<file path="src/rtl/systolic_feeder.sv">
// systolic_feeder: west-edge operand feeder for an N-row systolic MAC array.
// Takes one N-lane operand vector per cycle and skews it diagonally so that
// lane i reaches array row i exactly i cycles after lane 0. A small FSM tracks
// the tile (IDLE/FILL/FLUSH) and pulses done when the last vector's final lane
// leaves the feeder. The shared array pause freezes every register.
//
// Optional build macro: FEEDER_PERF_CNT_EN adds the stall_cnt / vec_cnt
// performance counters and their output ports.
//
// state | meaning
// IDLE  | no tile in progress, ready for the first vector of a tile
// FILL  | tile in progress, more vectors expected
// FLUSH | last vector taken; draining skew chains, input blocked

module systolic_feeder #(
    parameter int DATA_SIZE = 8,
    parameter int N         = 4
) (
    input  logic                   clk,
    input  logic                   reset,
    input  logic                   in_valid,
    output logic                   in_ready,
    input  logic [N*DATA_SIZE-1:0] in_data,
    input  logic                   in_last,
    input  logic                   pause,
    output logic [N*DATA_SIZE-1:0] out_a,
    output logic [N-1:0]           out_vld,
    output logic                   busy,
    output logic                   done
`ifdef FEEDER_PERF_CNT_EN
    ,
    output logic [15:0]            stall_cnt,
    output logic [15:0]            vec_cnt
`endif
);

    localparam int CNT_W = (N > 2) ? $clog2(N) : 1;

    typedef enum logic [1:0] {
        IDLE  = 2'd0,
        FILL  = 2'd1,
        FLUSH = 2'd2
    } state_t;

    state_t             state_q, state_d;
    logic [CNT_W-1:0]   cnt_q, cnt_d;
    logic               done_q, done_d;
    logic               accept;

    assign in_ready = !reset && !pause && (state_q != FLUSH);
    assign accept   = in_valid && in_ready;
    assign busy     = (state_q != IDLE);
    assign done     = done_q;

    // Per-lane skew chains: lane i is i+1 registers deep, the last one drives out_a.
    for (genvar i = 0; i < N; i++) begin : g_lane
        logic [DATA_SIZE-1:0] data_q [0:i];
        logic [i:0]           vld_q;

        // Shift the lane chain on every non-paused cycle; bubbles inject zero.
        always_ff @(posedge clk or posedge reset) begin
            if (reset) begin
                for (int j = 0; j <= i; j++) begin
                    data_q[j] <= '0;
                end
                vld_q <= '0;
            end else if (!pause) begin
                data_q[0] <= accept ? in_data[i*DATA_SIZE +: DATA_SIZE] : '0;
                vld_q[0]  <= accept;
                for (int j = 1; j <= i; j++) begin
                    data_q[j] <= data_q[j-1];
                    vld_q[j]  <= vld_q[j-1];
                end
            end
        end

        assign out_a[i*DATA_SIZE +: DATA_SIZE] = data_q[i];
        assign out_vld[i]                      = vld_q[i];
    end

    // FSM state, flush counter and done pulse registers.
    always_ff @(posedge clk or posedge reset) begin
        if (reset) begin
            state_q <= IDLE;
            cnt_q   <= '0;
            done_q  <= 1'b0;
        end else begin
            state_q <= state_d;
            cnt_q   <= cnt_d;
            done_q  <= done_d;
        end
    end

    // Next-state logic; a paused cycle leaves everything unchanged.
    always_comb begin
        state_d = state_q;
        cnt_d   = cnt_q;
        done_d  = done_q;
        if (!pause) begin
            done_d = 1'b0;
            case (state_q)
                IDLE, FILL: begin
                    if (accept) begin
                        if (in_last) begin
                            state_d = FLUSH;
                            cnt_d   = CNT_W'(N - 1);
                        end else begin
                            state_d = FILL;
                        end
                    end
                end
                FLUSH: begin
                    // Counter reaches zero on the same edge that lane N-1 shows
                    // the last vector's final element.
                    cnt_d = cnt_q - CNT_W'(1);
                    if (cnt_q == CNT_W'(1)) begin
                        state_d = IDLE;
                        done_d  = 1'b1;
                    end
                end
                default: begin
                    state_d = IDLE;
                    cnt_d   = '0;
                end
            endcase
        end
    end

`ifdef FEEDER_PERF_CNT_EN
    logic [15:0] stall_cnt_q;
    logic [15:0] vec_cnt_q;

    // Tile statistics: restart at tile start, saturate at all-ones.
    always_ff @(posedge clk or posedge reset) begin
        if (reset) begin
            stall_cnt_q <= '0;
            vec_cnt_q   <= '0;
        end else if (accept && (state_q == IDLE)) begin
            stall_cnt_q <= '0;
            vec_cnt_q   <= 16'd1;
        end else begin
            if (accept && (vec_cnt_q != 16'hFFFF)) begin
                vec_cnt_q <= vec_cnt_q + 16'd1;
            end
            if (busy && pause && (stall_cnt_q != 16'hFFFF)) begin
                stall_cnt_q <= stall_cnt_q + 16'd1;
            end
        end
    end

    assign stall_cnt = stall_cnt_q;
    assign vec_cnt   = vec_cnt_q;
`endif

endmodule

</file>
<file path="config.mk">
export PLATFORM = sky130hd
export DESIGN_NAME = systolic_feeder
export DESIGN_NICKNAME = d
export VERILOG_FILES = /design/src/rtl/systolic_feeder.sv
export SDC_FILE = /design/constraint.sdc
export NUM_CORES = 1
export LEC_CHECK = 0
export ABC_AREA = 1
export CORE_MARGIN = 2
export CORE_UTILIZATION = 51
export DETAILED_ROUTE_END_ITERATION = 16
export PLACE_DENSITY = 0.87
export RECOVER_POWER = 100
export SLEW_MARGIN = 5
export SYNTH_ARGS = -nofsm -noshare
export SYNTH_HDL_FRONTEND = slang
export SYNTH_SLANG_ARGS = --single-unit
</file>
<file path="constraint.sdc">
create_clock -name clk -period 3.2 [get_ports clk]
set_input_delay 0.64 -clock clk [delete_from_list [all_inputs] [get_ports clk]]
set_output_delay 0.64 -clock clk [all_outputs]
set_load 0.01 [all_outputs]
</file>
==> summary by stage <==
Pwr
In this run the power density over the cells is 516 nW/um^2. The switching fraction of total power is between 20 and 30%. In this run the static leakage power is 2.22 nW.

Internal power comes to 1.68 mW. IR analysis of the VDD net gives a maximum drop of 0.000243 V. The share of total power dissipated in combinational logic is 15.6%.

Sequential cells account for between 50% and 60% of the total power. The completed layout was analyzed and its total power is about 2.3 mW. The clock network accounts for 29.9% of the total power.

For this design the total switching power over the nets is 0.666 mW.

Timing
Setup repair after global routing left no endpoint under its margin. Measured against its own limit, the worst slew margin works out to -4.51%. Adding up every negative setup slack in the final design gives 0 ps.

Dividing the final minimum period by the clock period gives 87.4%. The clock period minus final worst setup slack is between 2000 and 3000 ps. The hold violation total from the final report is 0. The transition time at the pin with the least slew margin is between 1500 and 2000 ps. Clock skew on the completed layout was measured at 12.6 ps. The max-slew violation count is 113. The fmax is 0.358 GHz. The setup violation total in the final timing report is 0.

Worst setup path
The required time of the critical path is 2560 ps. The critical path start-end classification is in -> out. The endpoint type of the worst setup path is an output port. The data arrival time at the worst-slack endpoint is ~2200 ps.

The startpoint identified for the worst register-to-register timing path is state_q[1]. In this run the worst setup path begins at reset. The register-to-register setup slack is about 890 ps. The worst-path maximum fanout is 2. The worst setup path is launched from an input port. The end of the worst register-to-register path is g_lane[2].data_q[22].

The count of cells along the worst register-to-register path is 5.

GRT
The initial antenna violation count is 0. Global routing used 19.7% of the available tracks across all layers. The via count of the first global-routing pass was 2,786. The total overflow left after global routing is 0. The wire length of the first global-routing pass is about 13,000 um.

The maximum number of pins on one net before global-route repair is 88.

Clocking
The CTS root buffer is clkbuf_8. The CTS tree is yes. The number of buffers inserted by post-CTS setup repair is 0.

For the worst-skew pair, the clock arrives at the later sink with an insertion delay of 360 ps. The CTS buffer count is 9. For this design, the sink count on the clock tree is between 80 and 90. The H-tree generated during clock tree synthesis spans 3 levels. The quantity of hold-fixing buffers added after cts is 0. In this run, post-CTS repair resized a total of 0 instances. Clock-pin slew was measured on the worst setup and hold paths at 100 ps. The clock passes through at most 2 buffers.

Synth
In this run, synthesis produced a sequential element count of 89. The synthesized netlist contains 21 unique library cells. During synthesis, Yosys emitted a total of 0 warnings. The area of the mapped netlist is 3780 sq um. The synthesized net count is 435. The sequential fraction of the synthesis area is 59.0%.

Synthesis produced a netlist whose cell count is about 400. The average instance in the mapped netlist occupies 9.51 sq um.

Placed design
The standard cell area after detailed placement is 4410 sq um. The count of buffers from port buffering is 75. The estimated wirelength of the detail-placed design is slightly above 5000 um. After detailed placement, the design holds a cell count of 532.

At the end of routability-driven placement, the weighted congestion stood at a little under 0.8.

Drt
The first TritonRoute pass finished after 5 iterations. In the routed layout, each cell is associated on average with a via count of 4.95. The violation count after the first detailed-route iteration is between 150 and 200. The sum of routed wire length over all layers is 7450 um. In the routed design, unresolved DRC markers number 0. The via total after detailed routing is 2,711. The wire length per cell is 13.6 um. The count of nets left with antenna violations once routing finished came out at 0.

Die
The initial core utilization is 52.4%. After floorplanning, the core was divided into 31 placement rows. The area of the core region is 7210 sq um. The x dimension of the die is about 90 um. During I/O placement, the number of pins put on the boundary was 76. The die covers 8110 sq um. The floorplan step set the die height to 90.1 um.

Finish
The final layout net count is 482. The finished cells cover approximately 4500 sq um. The share of post-route cells with drive strength above 1 is between 10% and 20%. The final standard cell count with taps included and fillers excluded is 548. The antenna diode instance count is 0. Relative to the synthesized area, the layout overhead comes to 20.2%.

Hold path
The instance count along the most critical hold path is 2. The path with the worst hold slack has its endpoint at out_a[25]. The class of the most critical hold timing path is reg -> reg. The start point of the worst hold path is g_lane[3].data_q[9].

Outcome
The run finished, with violations left. The checks that failed: capacitance limit, slew limit.

Job
Across the run, the number of max-cap violations was 2.
logic make-up (layout without fill, tap and decap cells):
logic type                 Yosys count  count (layout)  share of synthesized area, %
and+or+nand+nor                    158             158                          19.7
AOI/OAI and AO/OA                   63              63                          9.08
buffers and inverters               86             138                          12.0
adders and majority gates            1               1                         0.331
DFF                                 89              89                          59.0
power by group through the flow:
stage / registers [mW] / clock network, mW / logic, mW
floorplan: 1.29 / 0 / 0.241
CTS: 1.28 / 0.717 / 0.398
finish: 1.28 / 0.699 / 0.364
detailed placement: 1.30 / 0 / 0.396
global placement: 1.30 / 0 / 0.378
global route: 1.29 / 0.759 / 0.409
metrics by stage:
| stage | hold WS (ps) | setup WS [ps] | utilization, % |
|---|---|---|---|
| after detailed placement | 458 | 619 | 61.1 |
| after global placement | 454 | 604 | 61.1 |
| final | 464 | 404 | 62.9 |
| after CTS | 472 | 614 | 63.6 |
| after global routing | 499 | 296 | 62.9 |
| after floorplan | 442 | 253 | - |
cell usage after synthesis, drive strengths merged:
cell type / count / area (sq um)
nand2: 125 / 472
dfrtp: 89 / 2230
o21ai: 61 / 320
inv: 41 / 154
buf: 35 / 259
nand3: 29 / 245
clkbuf: 10 / 38.8
nor2: 3 / 18.8
ha: 1 / 12.5
nand3b: 1 / 7.51
o21a: 1 / 15.0
o31ai: 1 / 7.51
registers in the layout, indices dropped and copies added, names as in the netlist:
name           cells
g_lane.vld_q       4
out_a             24
cnt_q              2
done               1
g_lane.data_q     56
state_q            2
routing by layer:
metal  wire, um  part of all wire, %  up-vias  GRT usage [%]
met5          0                    0        -              0
met4        159                  2.1        0           8.33
met3        333                  4.5       14           4.95
met2       3580                   48       70           31.4
met1       3380                   45     1320           25.8
li1           -                    -     1307              -
layout make-up:
cell class | count | area, sq um
Fill cell | 610 | 2680
Sequential cell | 89 | 2230
Multi-Input combinational cell | 222 | 1080
Timing Repair Buffer | 81 | 778
Inverter | 41 | 155
Clock buffer | 10 | 128
Tap cell | 99 | 124
Clock inverter | 6 | 50.0
worst max path at each step:
stage | endpoint | depth (start not counted) | slack (ps)
3_5_place_dp | in_ready | 4 | 620
3_3_place_gp | in_ready | 4 | 600
2_1_floorplan | cnt_q[0] | 1 | 250
4_1_cts | in_ready | 4 | 610
6_report | in_ready | 4 | 400
5_1_grt | g_lane[2].data_q[20] | 6 | 300
critical path: stages:
cell,delay [ps]
dlygate4sd3_1,610
nor2_4,120
o21a_2,180
dlygate4sd3_1,610
cells in the final DEF (no fill, tap or decap), types with 2 or more instances in the layout:
cell             netlist  layout
dlygate4sd3_1          0      40
clkbuf_8               0       9
nand3_1                9       9
clkdlybuf4s50_1        0      34
clkinvlp_4             0       2
dfrtp_1               89      89
o21ai_0               42      60
nor2_1                 2       2
inv_6                  0       3
buf_4                 26       2
nand2_1              124     124
clkbuf_1               9       3
clkbuf_2               1       3
nand3_2               20      20
inv_1                 39      39
No activity file was read; power rests on OpenSTA's default activity.
